### src/rtl/pc_fetch_ctrl_if.sv
// Fetch-side bus bundle: instruction memory request/response channel plus the
// registered instruction slot handed to decode.
//
// Handshake semantics:
//   imem: a request is accepted on a cycle where imem_req=1 and imem_gnt=1.
//         The single outstanding request completes on the first later cycle
//         with imem_rvalid=1, which carries imem_rdata.
//   slot: decode consumes the slot on a cycle where if_valid=1 and
//         if_ready=1. if_pc/if_instr are stable while if_valid=1 and
//         if_ready=0.
interface pc_fetch_ctrl_if #(
  parameter int ADDR_WIDTH = 32,
  parameter int DATA_WIDTH = 32
);
  logic                  imem_req;
  logic [ADDR_WIDTH-1:0] imem_addr;
  logic                  imem_gnt;
  logic                  imem_rvalid;
  logic [DATA_WIDTH-1:0] imem_rdata;
  logic                  if_valid;
  logic                  if_ready;
  logic [ADDR_WIDTH-1:0] if_pc;
  logic [DATA_WIDTH-1:0] if_instr;

  // Fetch controller side
  modport master (
    output imem_req, imem_addr, if_valid, if_pc, if_instr,
    input  imem_gnt, imem_rvalid, imem_rdata, if_ready
  );

  // Memory / decode side
  modport slave (
    input  imem_req, imem_addr, if_valid, if_pc, if_instr,
    output imem_gnt, imem_rvalid, imem_rdata, if_ready
  );
endinterface

### src/rtl/pc_fetch_ctrl.sv
// PC fetch controller: issues one instruction fetch at a time from pc_current,
// captures the response into a single instruction slot for decode, advances
// the PC by 4 on each accepted response, and handles trap/branch redirects,
// dropping responses that belong to a fetch made stale by a redirect.
module pc_fetch_ctrl #(
  parameter int ADDR_WIDTH = 32,
  parameter int DATA_WIDTH = 32
) (
  input  logic                  clk,
  input  logic                  rst_n,
  input  logic [ADDR_WIDTH-1:0] pc_current,
  output logic                  pc_en,
  output logic [ADDR_WIDTH-1:0] pc_next,
  input  logic                  br_taken,
  input  logic [ADDR_WIDTH-1:0] br_target,
  input  logic                  trap,
  input  logic [ADDR_WIDTH-1:0] trap_vec,
  pc_fetch_ctrl_if.master       bus,
  output logic [1:0]            dbg_state,
  output logic                  dbg_kill
);

  localparam logic [1:0] ST_BOOT  = 2'd0;
  localparam logic [1:0] ST_FETCH = 2'd1;
  localparam logic [1:0] ST_WAIT  = 2'd2;

  logic [1:0]            state_q, state_d;
  logic                  kill_q, kill_d;
  logic                  if_valid_q, if_valid_d;
  logic [ADDR_WIDTH-1:0] if_pc_q, if_pc_d;
  logic [DATA_WIDTH-1:0] if_instr_q, if_instr_d;

  logic                  redirect;
  logic [ADDR_WIDTH-1:0] redirect_raw;
  logic [ADDR_WIDTH-1:0] redirect_pc;
  logic                  fetch_req;
  logic                  rsp_accept;
  logic                  slot_consume;

  // Redirect decode: trap wins over branch; targets are forced word-aligned.
  always_comb begin
    redirect     = trap | br_taken;
    redirect_raw = trap ? trap_vec : br_target;
    redirect_pc  = {redirect_raw[ADDR_WIDTH-1:2], 2'b00};
  end

  // Request only when the slot can take the response: empty or draining now.
  always_comb begin
    fetch_req    = (state_q == ST_FETCH) && (!if_valid_q || bus.if_ready);
    rsp_accept   = (state_q == ST_WAIT) && bus.imem_rvalid && !redirect && !kill_q;
    slot_consume = if_valid_q && bus.if_ready;
  end

  // PC update: redirect target, else sequential +4 (wraps naturally).
  // pc_en is gated by rst_n so it is low for the whole reset window.
  always_comb begin
    pc_en   = rst_n && (redirect || rsp_accept);
    pc_next = redirect ? redirect_pc : (pc_current + ADDR_WIDTH'(4));
  end

  // FSM and stale-response (kill) tracking.
  always_comb begin
    state_d = state_q;
    kill_d  = kill_q;
    case (state_q)
      ST_BOOT: begin
        state_d = ST_FETCH;
        kill_d  = 1'b0;
      end
      ST_FETCH: begin
        if (fetch_req && bus.imem_gnt) begin
          state_d = ST_WAIT;
          // A redirect in the grant cycle makes this fetch stale already.
          kill_d  = redirect;
        end
      end
      ST_WAIT: begin
        if (bus.imem_rvalid) begin
          state_d = ST_FETCH;
          kill_d  = 1'b0;
        end else if (redirect) begin
          kill_d  = 1'b1;
        end
      end
      default: begin
        state_d = ST_BOOT;
        kill_d  = 1'b0;
      end
    endcase
  end

  // Instruction slot: redirect flush beats capture, capture beats consume.
  always_comb begin
    if_valid_d = if_valid_q;
    if_pc_d    = if_pc_q;
    if_instr_d = if_instr_q;
    if (redirect) begin
      if_valid_d = 1'b0;
    end else if (rsp_accept) begin
      if_valid_d = 1'b1;
      if_pc_d    = pc_current;
      if_instr_d = bus.imem_rdata;
    end else if (slot_consume) begin
      if_valid_d = 1'b0;
    end
  end

  // State registers with asynchronous active-low reset.
  always_ff @(posedge clk or negedge rst_n) begin
    if (!rst_n) begin
      state_q    <= ST_BOOT;
      kill_q     <= 1'b0;
      if_valid_q <= 1'b0;
      if_pc_q    <= '0;
      if_instr_q <= '0;
    end else begin
      state_q    <= state_d;
      kill_q     <= kill_d;
      if_valid_q <= if_valid_d;
      if_pc_q    <= if_pc_d;
      if_instr_q <= if_instr_d;
    end
  end

  // Output drive onto the bus and debug taps.
  always_comb begin
    bus.imem_req  = fetch_req;
    bus.imem_addr = pc_current;
    bus.if_valid  = if_valid_q;
    bus.if_pc     = if_pc_q;
    bus.if_instr  = if_instr_q;
    dbg_state     = state_q;
    dbg_kill      = kill_q;
  end

endmodule

### src/flat_wrapper.sv
// flat-port wrapper written by rule: the top's interface ports become plain ports
module pc_fetch_ctrl_flat 
#(
  parameter int ADDR_WIDTH = 32,
  parameter int DATA_WIDTH = 32
)
  (clk, rst_n, pc_current, pc_en, pc_next, br_taken, br_target, trap, trap_vec, dbg_state, dbg_kill, bus_imem_req, bus_imem_addr, bus_if_valid, bus_if_pc, bus_if_instr, bus_imem_gnt, bus_imem_rvalid, bus_imem_rdata, bus_if_ready);
  pc_fetch_ctrl_if #(.ADDR_WIDTH(ADDR_WIDTH), .DATA_WIDTH(DATA_WIDTH)) bus_i ();
  input  logic clk;
  input  logic rst_n;
  input  logic [ADDR_WIDTH-1:0] pc_current;
  output logic pc_en;
  output logic [ADDR_WIDTH-1:0] pc_next;
  input  logic br_taken;
  input  logic [ADDR_WIDTH-1:0] br_target;
  input  logic trap;
  input  logic [ADDR_WIDTH-1:0] trap_vec;
  output logic [1:0] dbg_state;
  output logic dbg_kill;
  output wire logic [$bits(bus_i.imem_req)-1:0] bus_imem_req;
  output wire logic [$bits(bus_i.imem_addr)-1:0] bus_imem_addr;
  output wire logic [$bits(bus_i.if_valid)-1:0] bus_if_valid;
  output wire logic [$bits(bus_i.if_pc)-1:0] bus_if_pc;
  output wire logic [$bits(bus_i.if_instr)-1:0] bus_if_instr;
  input wire logic [$bits(bus_i.imem_gnt)-1:0] bus_imem_gnt;
  input wire logic [$bits(bus_i.imem_rvalid)-1:0] bus_imem_rvalid;
  input wire logic [$bits(bus_i.imem_rdata)-1:0] bus_imem_rdata;
  input wire logic [$bits(bus_i.if_ready)-1:0] bus_if_ready;
  assign bus_imem_req = bus_i.imem_req;
  assign bus_imem_addr = bus_i.imem_addr;
  assign bus_if_valid = bus_i.if_valid;
  assign bus_if_pc = bus_i.if_pc;
  assign bus_if_instr = bus_i.if_instr;
  assign bus_i.imem_gnt = bus_imem_gnt;
  assign bus_i.imem_rvalid = bus_imem_rvalid;
  assign bus_i.imem_rdata = bus_imem_rdata;
  assign bus_i.if_ready = bus_if_ready;
  pc_fetch_ctrl #(.ADDR_WIDTH(ADDR_WIDTH), .DATA_WIDTH(DATA_WIDTH)) u_core (.clk(clk), .rst_n(rst_n), .pc_current(pc_current), .pc_en(pc_en), .pc_next(pc_next), .br_taken(br_taken), .br_target(br_target), .trap(trap), .trap_vec(trap_vec), .bus(bus_i), .dbg_state(dbg_state), .dbg_kill(dbg_kill));
endmodule
### config.mk
export PLATFORM = sky130hd
export DESIGN_NAME = pc_fetch_ctrl_flat
export DESIGN_NICKNAME = d
export VERILOG_FILES = /design/src/rtl/pc_fetch_ctrl_if.sv /design/src/rtl/pc_fetch_ctrl.sv /design/src/flat_wrapper.sv
export SDC_FILE = /design/constraint.sdc
export NUM_CORES = 1
export LEC_CHECK = 0
export BUFFER_PORTS_ARGS = -buffer_cell sky130_fd_sc_hd__buf_2
export CORE_AREA = 2 2 103 105
export CTS_BUF_LIST = sky130_fd_sc_hd__clkbuf_4
export DETAILED_ROUTE_END_ITERATION = 16
export DIE_AREA = 0 0 105 107
export PLACE_DENSITY_LB_ADDON = 0.3
export SLEW_MARGIN = 10
export SYNTH_ARGS = -nofsm -noshare
export SYNTH_HDL_FRONTEND = slang
export SYNTH_SLANG_ARGS = --single-unit
### constraint.sdc
create_clock -name clk -period 2.3 [get_ports clk]
set_clock_uncertainty 0.15 [all_clocks]
set_input_delay 0 -clock clk [delete_from_list [all_inputs] [get_ports clk]]
set_output_delay 0 -clock clk [all_outputs]
set_load 0.1 [all_outputs]
# Yosys cells after proc, flatten, opt, wreduce, memory -nomap -nowiden
# Cells that the tools add are included.
[classes]
n_eq_ne = 5
muxes = 12
reduce_logical = 17
bitwise = 2
n_addsub = 1
[op_table]
columns = ["cell", "count"]
rows = [
  ["32-bit two-way mux", 2],
  ["32-bit by 3-bit adder with 32-bit output (second input constant)", 1],
  ["1-bit logical AND", 7],
  ["1-bit two-way mux", 6],
  ["2-bit one-hot mux with 3 select lines", 1],
  ["2-bit AND reduction", 3],
  ["2-bit two-way mux", 2],
  ["2-bit inequality test (second input constant)", 2],
  ["1-bit zero test", 3],
  ["3-bit by 2-bit inequality test with 1-bit output (second input constant)", 1],
  ["3-bit nonzero test", 1],
  ["2-bit by 1-bit equality test with 1-bit output (second input constant)", 1],
  ["2-bit equality test (second input constant)", 1],
  ["2-bit zero test", 1],
  ["1-bit logical OR", 2],
  ["1-bit one-hot mux with 2 select lines", 1],
  ["1-bit inverter", 1],
  ["1-bit bitwise OR", 1],
]
[totals]
out_inout_bits = 134
register_bits = 68
wordCells = 42

# Longest topological paths before layout
# Gate-level depths: netlist of run 1.
[depth]
ltp_word = 6
depth_mapped = 6
depth_no_buf = 6

# Worst setup path after synthesis of run 1
# Ideal clock, no wire load.
[synth_path]
kind = "flip-flop to output port"
startpoint = "register u_core.state_q[1], in the netlist u_core.dbg_state[1]"
endpoint = "output port pc_en"
arrival_ns = 3.623
t_required_ns = 2.150
path_stages_with_launch = 4
path_buffers = 0
setup_slack_ns = -1.473
path_cell_list = "dfrtp_1 > ha_1 > nand3_1 > a21boi_0"
[synth_via]
elab_chain_cells = 6
[synth_rtl]
columns = ["element", "line_no", "source"]
rows = [
  ["from (decl)", "pc_fetch_ctrl.sv:27", "logic [1:0] state_q, state_d;"],
  ["from (signal assigned)", "pc_fetch_ctrl.sv:117", "state_q <= state_d;"],
  ["2-bit equality test", "pc_fetch_ctrl.sv:50", "rsp_accept = (state_q == ST_WAIT) && bus.imem_rvalid && !redirect && !kill_q;"],
  ["1-bit logical AND (3 in a row)", "pc_fetch_ctrl.sv:50", ""],
  ["1-bit logical OR", "pc_fetch_ctrl.sv:57", "pc_en = rst_n && (redirect || rsp_accept);"],
  ["1-bit logical AND", "pc_fetch_ctrl.sv:57", ""],
  ["to (decl)", "flat_wrapper.sv:12", "output logic pc_en;"],
]
# No other way between the ends.

# Worst setup path after layout of run 1
[layout_path]
startpoint = "input port pc_current[11]"
endpoint = "output port pc_next[27]"
[layout_via]
elab_chain_cells = 2
[layout_rtl]
columns = ["element", "line_no", "source"]
rows = [
  ["from (decl)", "flat_wrapper.sv:11", "input logic [ADDR_WIDTH-1:0] pc_current;"],
  ["32-bit by 3-bit adder with 32-bit output", "pc_fetch_ctrl.sv:58", "pc_next = redirect ? redirect_pc : (pc_current + ADDR_WIDTH'(4));"],
  ["32-bit two-way mux", "pc_fetch_ctrl.sv:58", ""],
  ["to (decl)", "flat_wrapper.sv:13", "output logic [ADDR_WIDTH-1:0] pc_next;"],
]
# No other way between the ends.

==> results.py, run 1 <==
metrics = {
    "power": {
        "power.leakage_nw": 3.20,
        "p_per_area_nw_per_um2": 1490,
        "ir_drop_mv": 1.35,
    },
    "cts": {
        "clock_path_buffers": 2,
        "root_buffer": "clkbuf_4",
        "cts_max_level": 3,
        "cts_sinks": 68,
        "clk_pin_slew_worst_paths_ns": 0.12,
        "tritoncts": "done",
        "clock_latency_ns": 0.41,
        "cts_buffers": 9,
        "postCtsSetupRepairBufs": 0,
    },
    "run_status": {
        "outcome": "finished, final reports clean",
    },
    "global_routing": {
        "grt_usage_pct": 23.8,
        "grt_pass1_vias": 4163,
        "grt_overflow": 0,
        "grt_max_degree": 69,
        "grt_pass1_wl_um": 20900,
        "antenna_found_initial": 0,
    },
    "sta": {
        "hold_violations": 0,
        "fmax_mhz": 456,
        "period_minus_slack_ns": 2.19,
        "fin_hold_ws_ns": 0.199,
        "finalMaxSlewViolations": 0,
        "setup_viol": 0,
        "max_slew.worst_pin.slew_ns": 0.843,
        "maxSlewHeadroom_pct": 43.8,
        "rsz0062_at_grt": "false",
        "period_share_pct": 95.3,
    },
    "yosys": {
        "yosysTopAreaCell": "dfrtp_1",
        "synth_enable_flop_cells": 0,
        "ys_seq_area_share_pct": 41.4,
        "yosysWarnings": 0,
        "syn_avg_cell_area_um2": 10.8,
        "yosys.area.top_type_share_pct": 41.4,
        "synth_flop_cell": "dfrtp_1",
        "ys_ff_latch": 68,
        "synth_most_common_cell": "dfrtp_1",
        "synth_nets": 520,
        "netlist_area_um2": 4110,
        "yosys.cell_types.count": 43,
        "async_flop_share_pct": 100,
        "synthTopCellsByArea": "dfrtp_1, mux2_2, buf_4, xnor2_1, a21oi_1",
        "synthTopCellsByCount": "dfrtp_1, mux2_2, buf_4, a21oi_1, xnor2_1",
        "synthCells": 381,
    },
    "route": {
        "drc": 0,
        "dr.pass1.iters": 4,
        "vias": 4054,
        "routedWlPerCell_um": 16.4,
        "drt_wl_total_um": 13500,
        "drt_iter0_markers": 261,
        "ant_nets": 0,
        "drt-vias-per-instance": 4.92,
    },
    "critical_path": {
        "cp_top_family": "buffers and inverters",
        "path_buf_inv": 3,
        "critPathMaxStageDelay_ns": 0.53,
        "endpoint_kind": "output pin",
        "crit_path_cell_trace": "dlygate4sd3_1, buf_2, and3_1, nand4_4, nor4_4, xnor2_1, a21oi_2, buf_12",
        "cp_max_fo": 10,
        "startpoint_type": "primary input",
        "cp_data_arrival_time_ns": 2.04,
        "worstPathRequired_ns": 2.15,
        "worst-setup-path-type": "primary input to output pin",
        "crit_slowest_cell": "dlygate4sd3_1",
    },
    "floorplanning": {
        "die_w_um": 105,
        "io_pins": 269,
        "rows": 37,
        "die_h_um": 107,
        "coreArea_um2": 10100,
        "die_area_um2": 11200,
        "initial_utilization_pct": 40.8,
    },
    "hold_path": {
        "hp-class": "primary input to flip-flop",
    },
    "placed_design": {
        "io_buffers": 264,
        "hpwlAfterDp_um": 9640,
        "globalplace.congestion": 0.799,
        "placed_area_um2": 5640,
    },
    "flow_run": {
        "cap_violations": 0,
    },
    "cells_and_area": {
        "layout.nets": 822,
        "fillers": 801,
        "drive_above_1_share_pct": 56.0,
        "design_area_um2": 6540,
        "regArea_um2": 1700,
        "multi_input_area_um2": 2100,
        "final_util_pct": 64.8,
        "num_antenna_cells": 0,
        "area_growth_pct": 59.0,
    },
}
layout by cell type (no fill, tap or decap), drive strengths merged:
| cell | Yosys | layout |
|---|---|---|
| o21ai | 14 | 14 |
| a22oi | 4 | 4 |
| nor3 | 9 | 9 |
| buf | 43 | 271 |
| a211oi | 12 | 12 |
| a21boi | 2 | 2 |
| nand2b | 2 | 2 |
| or2 | 1 | 1 |
| and2 | 5 | 5 |
| nor2 | 11 | 11 |
| dlygate4sd3 | 0 | 70 |
| clkinvlp | 0 | 2 |
| ha | 4 | 4 |
| clkinv | 1 | 3 |
| o31ai | 1 | 1 |
| mux2i | 2 | 2 |
| o211ai | 1 | 1 |
| o22ai | 5 | 5 |
| o21a | 1 | 1 |
| dfrtp | 68 | 68 |
| nor4 | 4 | 4 |
| nor2b | 14 | 14 |
| inv | 9 | 9 |
| mux2 | 68 | 68 |
| and3 | 6 | 6 |
| clkbuf | 9 | 12 |
| bufinv | 0 | 2 |
| nand2 | 18 | 18 |
| a21oi | 21 | 21 |
| nand4 | 5 | 5 |
| xnor2 | 21 | 21 |
| o22a | 1 | 1 |
| o32a | 1 | 1 |
| nand3 | 10 | 10 |
| and4 | 2 | 2 |
| xor2 | 6 | 6 |
cells by family after synthesis:
logic type / synth area share [%]
AND/OR/NAND/NOR: 13.2
buffers and inverters: 10.1
flip-flops: 41.4
AO/OA/AOI/OAI: 9.31
adder cells (fa/ha/maj): 1.22
XOR/XNOR: 5.75
multiplexers: 19.1
worst paths after layout:
| kind | start | depth (start not counted) | slack [ns] | end |
|---|---|---|---|---|
| min reg2reg | u_core.bus.if_instr[29]$_DFFE_PN0P_ | 1 | 0.35 | u_core.bus.if_instr[29]$_DFFE_PN0P_ |
| min in group asynchronous | rst_n | 3 | 0.25 | u_core.bus.if_pc[14]$_DFFE_PN0P_ |
| max reg2reg | u_core.dbg_state[0]$_DFFE_PN0P_ | 6 | 0.12 | u_core.dbg_state[1]$_DFFE_PN0P_ |
| max | pc_current[11] | 8 | 0.11 | pc_next[27] |
| max in group asynchronous | rst_n | 3 | 1.16 | u_core.dbg_state[1]$_DFFE_PN0P_ |
| min | bus_imem_rdata[1] | 3 | 0.20 | u_core.bus.if_instr[1]$_DFFE_PN0P_ |
metal layers:
metal	up-vias	GRT usage, %	routed length, um
met5	-	0	0
met4	0	8.95	338
met3	33	5.47	831
met2	178	42.7	6920
met1	1921	27.8	5440
li1	1922	-	-
where the power goes:
part	switching [W]	internal [W]	leakage, nW
Sequential	0.000274	0.00174	0.864
Clock	0.000454	0.000453	0.0826
Combinational	0.00560	0.00124	2.25
Total	0.00632	0.00343	3.20
registers in the layout, summed over array words and instances, names as in the netlist:
signal and flops:
u_core.bus.if_instr 32, u_core.bus.if_pc 32, u_core.bus.if_valid 1, u_core.dbg_kill 1
u_core.dbg_state 2
final cells by class:
cell class                      count  area share, %
Timing Repair Buffer              343           36.2
Multi-Input combinational cell    251           32.0
Sequential cell                    68           26.1
Tap cell                          136           2.60
Clock inverter                      6           1.36
Clock buffer                       10           1.15
Inverter                           10          0.574
worst reg2reg max path, stage by stage, from the launching register on:
cell	delay [ns]
dfrtp_2	0.45
inv_1	0.11
ha_1	0.20
nor2b_1	0.31
nor2_1	0.12
o22a_1	0.19
dlygate4sd3_1	0.55
per-stage QoR:
stage                     total power, W  cells  TNS (ns)  worst slack (ns)
after floorplan                  0.00758    381     -1.10            -0.536
after global placement           0.00864    738         0             0.383
after detailed placement         0.00874    738         0             0.317
after CTS                        0.00977    824         0            0.0121
after global routing              0.0101    824         0            0.0134
final                            0.00976    824         0             0.108
what timing repair did:
action,CTS,global route
setup endpoints to repair,0,8
hold buffers,70,0
hold endpoints to repair,136,0
gates resized for setup,0,15
Note: power is estimated with default switching activity, not from simulation.
==> run 2: changes to the inputs <==
BUFFER_PORTS_ARGS = -buffer_cell sky130_fd_sc_hd__buf_4   (was -buffer_cell sky130_fd_sc_hd__buf_2)
CORE_AREA = 2 2 104 106   (was 2 2 103 105)
CTS_BUF_LIST = default   (was sky130_fd_sc_hd__clkbuf_4)
DIE_AREA = 0 0 106 108   (was 0 0 105 107)
==> run 2 against run 1 <==
Compared with the run above:
- critical path depth did not move
- die area increased by 1.9%
- register-to-register slack better by 0.18 ns
- via count decreased by 0.84%
- worst hold slack got worse by 0.11 ns
- critical path type unchanged
- critical endpoint is now pc_next[28]
- highest routed layer unchanged
==> results.py, run 2 (synthesized netlist as in run 1, its figures left out) <==
metrics = {
    "run_status": {
        "outcome": "finished, final reports clean",
    },
    "global_routing": {
        "grt_pass1_wl_um": 21200,
        "antenna_found_initial": 0,
        "met2_usage_pct": 44.3,
        "grt_overflow": 0,
        "grt_util_met1_pct": 27.1,
        "grt_pass1_vias": 4168,
        "met3_usage_pct": 4.82,
        "grt.busiest_layer": "met2",
        "grt_max_degree": 35,
        "grt_usage_pct": 24.0,
    },
    "cells_and_area": {
        "num_antenna_cells": 0,
        "fillers": 760,
        "drive_above_1_share_pct": 55.3,
        "mostFrequentLayoutCells": "buf_4, dlygate4sd3_1, dfrtp_1",
        "regArea_um2": 1700,
        "multi_input_area_um2": 2090,
        "area_growth_pct": 69.6,
        "final_util_pct": 68.2,
        "final_common_cell": "buf_4",
        "layout.nets": 819,
    },
    "sta": {
        "period_share_pct": 94.8,
        "period_minus_slack_ns": 2.18,
        "finalMaxSlewViolations": 0,
        "rsz0062_at_grt": "false",
        "max_slew.worst_pin.slew_ns": 0.903,
        "maxSlewHeadroom_pct": 39.6,
        "setup_viol": 0,
        "fmax_mhz": 459,
        "hold_violations": 0,
    },
    "route": {
        "dr.pass1.iters": 4,
        "drc": 0,
        "drt-vias-per-instance": 4.90,
        "routedWlPerCell_um": 17.0,
        "drt_iter0_markers": 202,
        "ant_nets": 0,
        "drt_wl_total_um": 13900,
        "vias": 4020,
    },
    "critical_path": {
        "cp_data_arrival_time_ns": 2.03,
        "crit_top_cell": "buf_4",
        "reg2reg_slack_ns": 0.30,
        "reg2reg_from": "u_core.dbg_state[0]$_DFFE_PN0P_",
        "reg2regPathDepth": 6,
        "startpoint_type": "primary input",
        "cp_max_fo": 10,
        "endpoint_kind": "output pin",
        "worst-setup-path-type": "primary input to output pin",
        "worstPathRequired_ns": 2.15,
        "timing.rr.end": "u_core.bus.if_instr[7]$_DFFE_PN0P_",
        "crit_path_cell_trace": "dlygate4sd3_1, buf_4, and3_1, nand3_4, nor3_1, xnor2_1, a21oi_2, buf_4",
        "critPathMaxStageDelay_ns": 0.53,
        "crit_slowest_cell": "dlygate4sd3_1",
    },
    "placed_design": {
        "hpwlAfterDp_um": 9910,
        "io_buffers": 264,
        "globalplace.congestion": 0.796,
    },
    "cts": {
        "cts_buffers": 9,
        "clock_path_buffers": 2,
        "cts_max_level": 3,
        "tritoncts": "done",
        "clock_latency_ns": 0.34,
        "root_buffer": "clkbuf_8",
        "cts_sinks": 68,
        "clk_pin_slew_worst_paths_ns": 0.07,
    },
    "power": {
        "power.leakage_nw": 3.30,
        "p_per_area_nw_per_um2": 1460,
        "fin_total_pwr_w": 0.0102,
        "ir_drop_mv": 1.18,
    },
    "floorplanning": {
        "die_area_um2": 11400,
        "coreArea_um2": 10200,
        "die_w_um": 106,
        "initial_utilization_pct": 40.2,
        "rows": 37,
        "io_pins": 269,
        "die_h_um": 108,
    },
    "hold_path": {
        "hp-class": "primary input to asynchronous set/reset pin",
    },
    "flow_run": {
        "cap_violations": 0,
    },
}
-- run 2: cell types whose count changed in the layout (fill, tap and decap cells not counted), moves of 2 or more --
| cell | previous run | this run |
|---|---|---|
| buf_12 | 18 | 3 |
| clkbuf_1 | 0 | 2 |
| buf_2 | 242 | 0 |
| clkbuf_8 | 0 | 11 |
| buf_6 | 0 | 3 |
| buf_4 | 11 | 264 |
| clkbuf_4 | 12 | 0 |
-- run 2: report_power, final --
part	leakage [nW]	internal [W]	switching, W
Clock	0.0959	0.000561	0.000447
Combinational	2.34	0.00157	0.00558
Sequential	0.864	0.00175	0.000300
Total	3.30	0.00388	0.00633
-- run 2: repair_timing --
item,in CTS,in global routing
resized for setup,0,5
endpoints found under the hold margin,136,0
setup buffers,0,0
endpoints found under the setup margin,0,5
hold buffers,70,0
-- run 2: per-layer routing --
layer | up-vias | routed length [um]
li1 | 1909 | -
met1 | 1928 | 5450
met2 | 162 | 7310
met3 | 21 | 882
met4 | 0 | 278
met5 | - | 0
-- run 2: layout make-up --
type	instances	share of cell area (%)
sequential	68	24.4
multi-input combinational	251	29.9
timing repair buffer	340	39.8
tap	136	2.44
clock buffer	13	2.28
inverter	10	0.538
clock inverter	3	0.645
-- run 2: worst max-delay path by stage --
stage	cells past startpoint	from	slack (ns)	endpoint
after floorplan	4	trap	-0.54	pc_next[3]
after global placement	6	u_core.dbg_state[0]$_DFFE_PN0P_	0.35	u_core.bus.if_pc[0]$_DFFE_PN0P_
after detailed placement	6	u_core.dbg_state[0]$_DFFE_PN0P_	0.29	u_core.bus.if_instr[0]$_DFFE_PN0P_
after CTS	8	pc_current[11]	0.05	pc_next[23]
after global routing	8	pc_current[11]	0.006	pc_next[27]
final	8	pc_current[10]	0.12	pc_next[28]
-- run 2: through the flow --
step / hold WS [ns] / setup slack [ns] / area, um^2 / setup TNS, ns / cells
floorplan: -0.446 / -0.536 / 4190 / -1.10 / 381
global placement: -0.241 / 0.346 / 6050 / 0 / 735
detailed placement: -0.235 / 0.289 / 6050 / 0 / 735
CTS: 0.0811 / 0.0502 / 6960 / 0 / 821
global route: 0.0903 / 0.00642 / 6980 / 0 / 821
finish: 0.0858 / 0.119 / 6980 / 0 / 821
-- run 2: worst max-delay path: cells and delay by family --
family,cells,cell delay [ns]
buffers and inverters,3,0.97
xor gates and xnor gates,1,0.13
AOI/OAI and AO/OA,1,0.16
and+or+nand+nor,3,0.75
==> run 3: changes to the inputs <==
BUFFER_PORTS_ARGS = -buffer_cell sky130_fd_sc_hd__buf_2   (was -buffer_cell sky130_fd_sc_hd__buf_4)
clock period = 2.54 ns   (was 2.3 ns; I/O delays follow)
==> run 3 against run 2 <==
Compared with the run above:
- combinational power shrank 15%
- non-clock buffer count up 1
- via count shrank 0.45%
- routed wire length is 3.5% lower
- clock-buffer cell count decreased by 3
- sequential cell count stayed put
- power fell by 14%
- worst hold slack improved by 0.17 ns
- die area is the same
- utilization shrank 7.5 points
- sequential power shrank 11%
- largest cell class unchanged
==> results.py, run 3 (synthesized netlist as in run 1, its figures left out) <==
metrics = {
    "critical_path": {
        "cp_max_fo": 13,
        "worstPathRequired_ns": 2.39,
        "cp_data_arrival_time_ns": 2.30,
        "worst-setup-path-type": "primary input to output pin",
        "crit_slowest_cell": "dlygate4sd3_1",
        "timing.rr.end": "u_core.dbg_kill$_DFFE_PN0P_",
        "critPathMaxStageDelay_ns": 0.54,
        "path_buf_inv": 3,
        "reg2reg_from": "u_core.dbg_state[1]$_DFFE_PN0P_",
        "cp_top_family": "buffers and inverters",
        "reg2reg_slack_ns": 0.38,
        "reg2regPathDepth": 6,
        "crit_path_cell_trace": "dlygate4sd3_1, buf_2, and4_4, nand4_4, nor4_1, xnor2_1, a21oi_2, buf_2",
        "crit_top_cell": "buf_2",
        "endpoint_kind": "output pin",
        "startpoint_type": "primary input",
    },
    "cells_and_area": {
        "area_growth_pct": 51.1,
        "stdcell_count": 823,
        "final_common_cell": "buf_2",
        "layout.nets": 820,
        "final_util_pct": 60.8,
        "mostFrequentLayoutCells": "buf_2, dlygate4sd3_1, dfrtp_1",
        "fillers": 843,
        "drive_above_1_share_pct": 52.6,
    },
    "run_status": {
        "outcome": "finished, final reports clean",
    },
    "sta": {
        "period_share_pct": 96.4,
        "finalSetupTns_ns": 0,
        "period_minus_slack_ns": 2.45,
        "hold_violations": 0,
        "fmax_mhz": 408,
        "maxSlewHeadroom_pct": 42.0,
        "finalMaxSlewViolations": 0,
        "setup_viol": 0,
        "max_slew.worst_pin.slew_ns": 0.870,
        "rsz0062_at_grt": "false",
    },
    "hold_path": {
        "min_path_cells": 3,
        "min_from": "bus_imem_rdata[3]",
        "hp-class": "primary input to flip-flop",
        "worstHoldEndpoint": "u_core.bus.if_instr[3]$_DFFE_PN0P_",
    },
    "placed_design": {
        "io_buffers": 264,
        "hpwlAfterDp_um": 9470,
        "dp.cells": 736,
        "globalplace.congestion": 0.827,
    },
    "floorplanning": {
        "io_pins": 269,
        "die_w_um": 106,
        "coreArea_um2": 10200,
        "initial_utilization_pct": 40.2,
        "rows": 37,
        "die_h_um": 108,
        "die_area_um2": 11400,
    },
    "global_routing": {
        "grt_overflow": 0,
        "antenna_found_initial": 1,
        "grt_pass1_wl_um": 20600,
        "grt_usage_pct": 23.3,
        "grt_max_degree": 69,
        "grt_pass1_vias": 4092,
    },
    "route": {
        "drt_wl_total_um": 13400,
        "ant_nets": 0,
        "drt-vias-per-instance": 4.86,
        "drc": 0,
        "vias": 4002,
        "dr.pass1.iters": 4,
        "drt_iter0_markers": 272,
        "routedWlPerCell_um": 16.3,
    },
    "cts": {
        "tritoncts": "done",
        "root_buffer": "clkbuf_8",
        "clk_pin_slew_worst_paths_ns": 0.08,
        "cts_buffers": 9,
        "cts_sinks": 68,
        "clock_path_buffers": 2,
        "cts_max_level": 3,
        "clock_latency_ns": 0.34,
    },
    "flow_run": {
        "cap_violations": 0,
    },
    "power": {
        "power.leakage_nw": 3.09,
        "p_per_area_nw_per_um2": 1410,
        "ir_drop_mv": 1.35,
    },
}
## run 3: changes by cell type in the layout (fill, tap and decap cells not counted), moves of 3 or more
cell | before | now
a21oi_1 | 6 | 20
a21oi_2 | 15 | 1
buf_2 | 0 | 259
buf_4 | 264 | 6
buf_6 | 3 | 0
clkbuf_4 | 0 | 5
o21ai_1 | 5 | 10
o21ai_2 | 3 | 0
## run 3: cell type report
| class | instances | area, um^2 | share of cell area, % |
|---|---|---|---|
| antenna | 1 | 2.50 | 0.0403 |
| clock buffer | 10 | 128 | 2.05 |
| clock inverter | 6 | 71.3 | 1.15 |
| inverter | 10 | 37.5 | 0.604 |
| multi-input combinational | 251 | 2010 | 32.3 |
| sequential | 68 | 1700 | 27.4 |
| tap | 136 | 170 | 2.74 |
| timing repair buffer | 341 | 2100 | 33.8 |
## run 3: worst min-delay path: stages
cell	delay, ns
dlygate4sd3_1	0.52
buf_2	0.09
mux2_1	0.11
## run 3: worst max path at each step
stage	startpoint	end	slack [ns]	depth (start not counted)
after floorplan	u_core.dbg_state[1]$_DFFE_PN0P_	pc_en	-0.50	3
after global placement	pc_current[2]	pc_next[26]	0.53	8
after detailed placement	pc_current[5]	pc_next[27]	0.52	7
after CTS	pc_current[8]	pc_next[27]	0.02	8
after global routing	pc_current[13]	pc_next[26]	0.006	8
final	pc_current[15]	pc_next[26]	0.09	8
## run 3: through the flow
step	area, um^2	power, W	hold slack [ns]	worst slack, ns
CTS	6200	0.00881	0.237	0.0172
finish	6220	0.00879	0.253	0.0909
global placement	5300	0.00771	0.0655	0.533
floorplan	4120	0.00685	-0.446	-0.498
detailed placement	5300	0.00778	0.0712	0.522
global route	6220	0.00909	0.250	0.00590
## run 3: layer usage
layer  track usage, %  vias to the layer above  part of all wire [%]
met3             5.91                       15                   6.8
li1                 -                     1911                     -
met4             6.95                        0                   1.5
met1             27.9                     1904                    41
met2             41.3                      172                    51
met5                0                        -                     0
## run 3: power by group
| group | internal [W] | leakage [nW] | total [W] | switching, W |
|---|---|---|---|---|
| Sequential | 0.00158 | 0.866 | 0.00182 | 0.000246 |
| Clock | 0.000463 | 0.0935 | 0.000918 | 0.000455 |
| Combinational | 0.00102 | 2.13 | 0.00605 | 0.00503 |
## run 3: what timing repair did
action / 4_1_cts / 5_1_grt
endpoints found under the hold margin: 136 / 0
buffers inserted: 0 / 0
hold buffers: 70 / 0
gates resized for setup: 0 / 7
setup endpoints to repair: 0 / 12
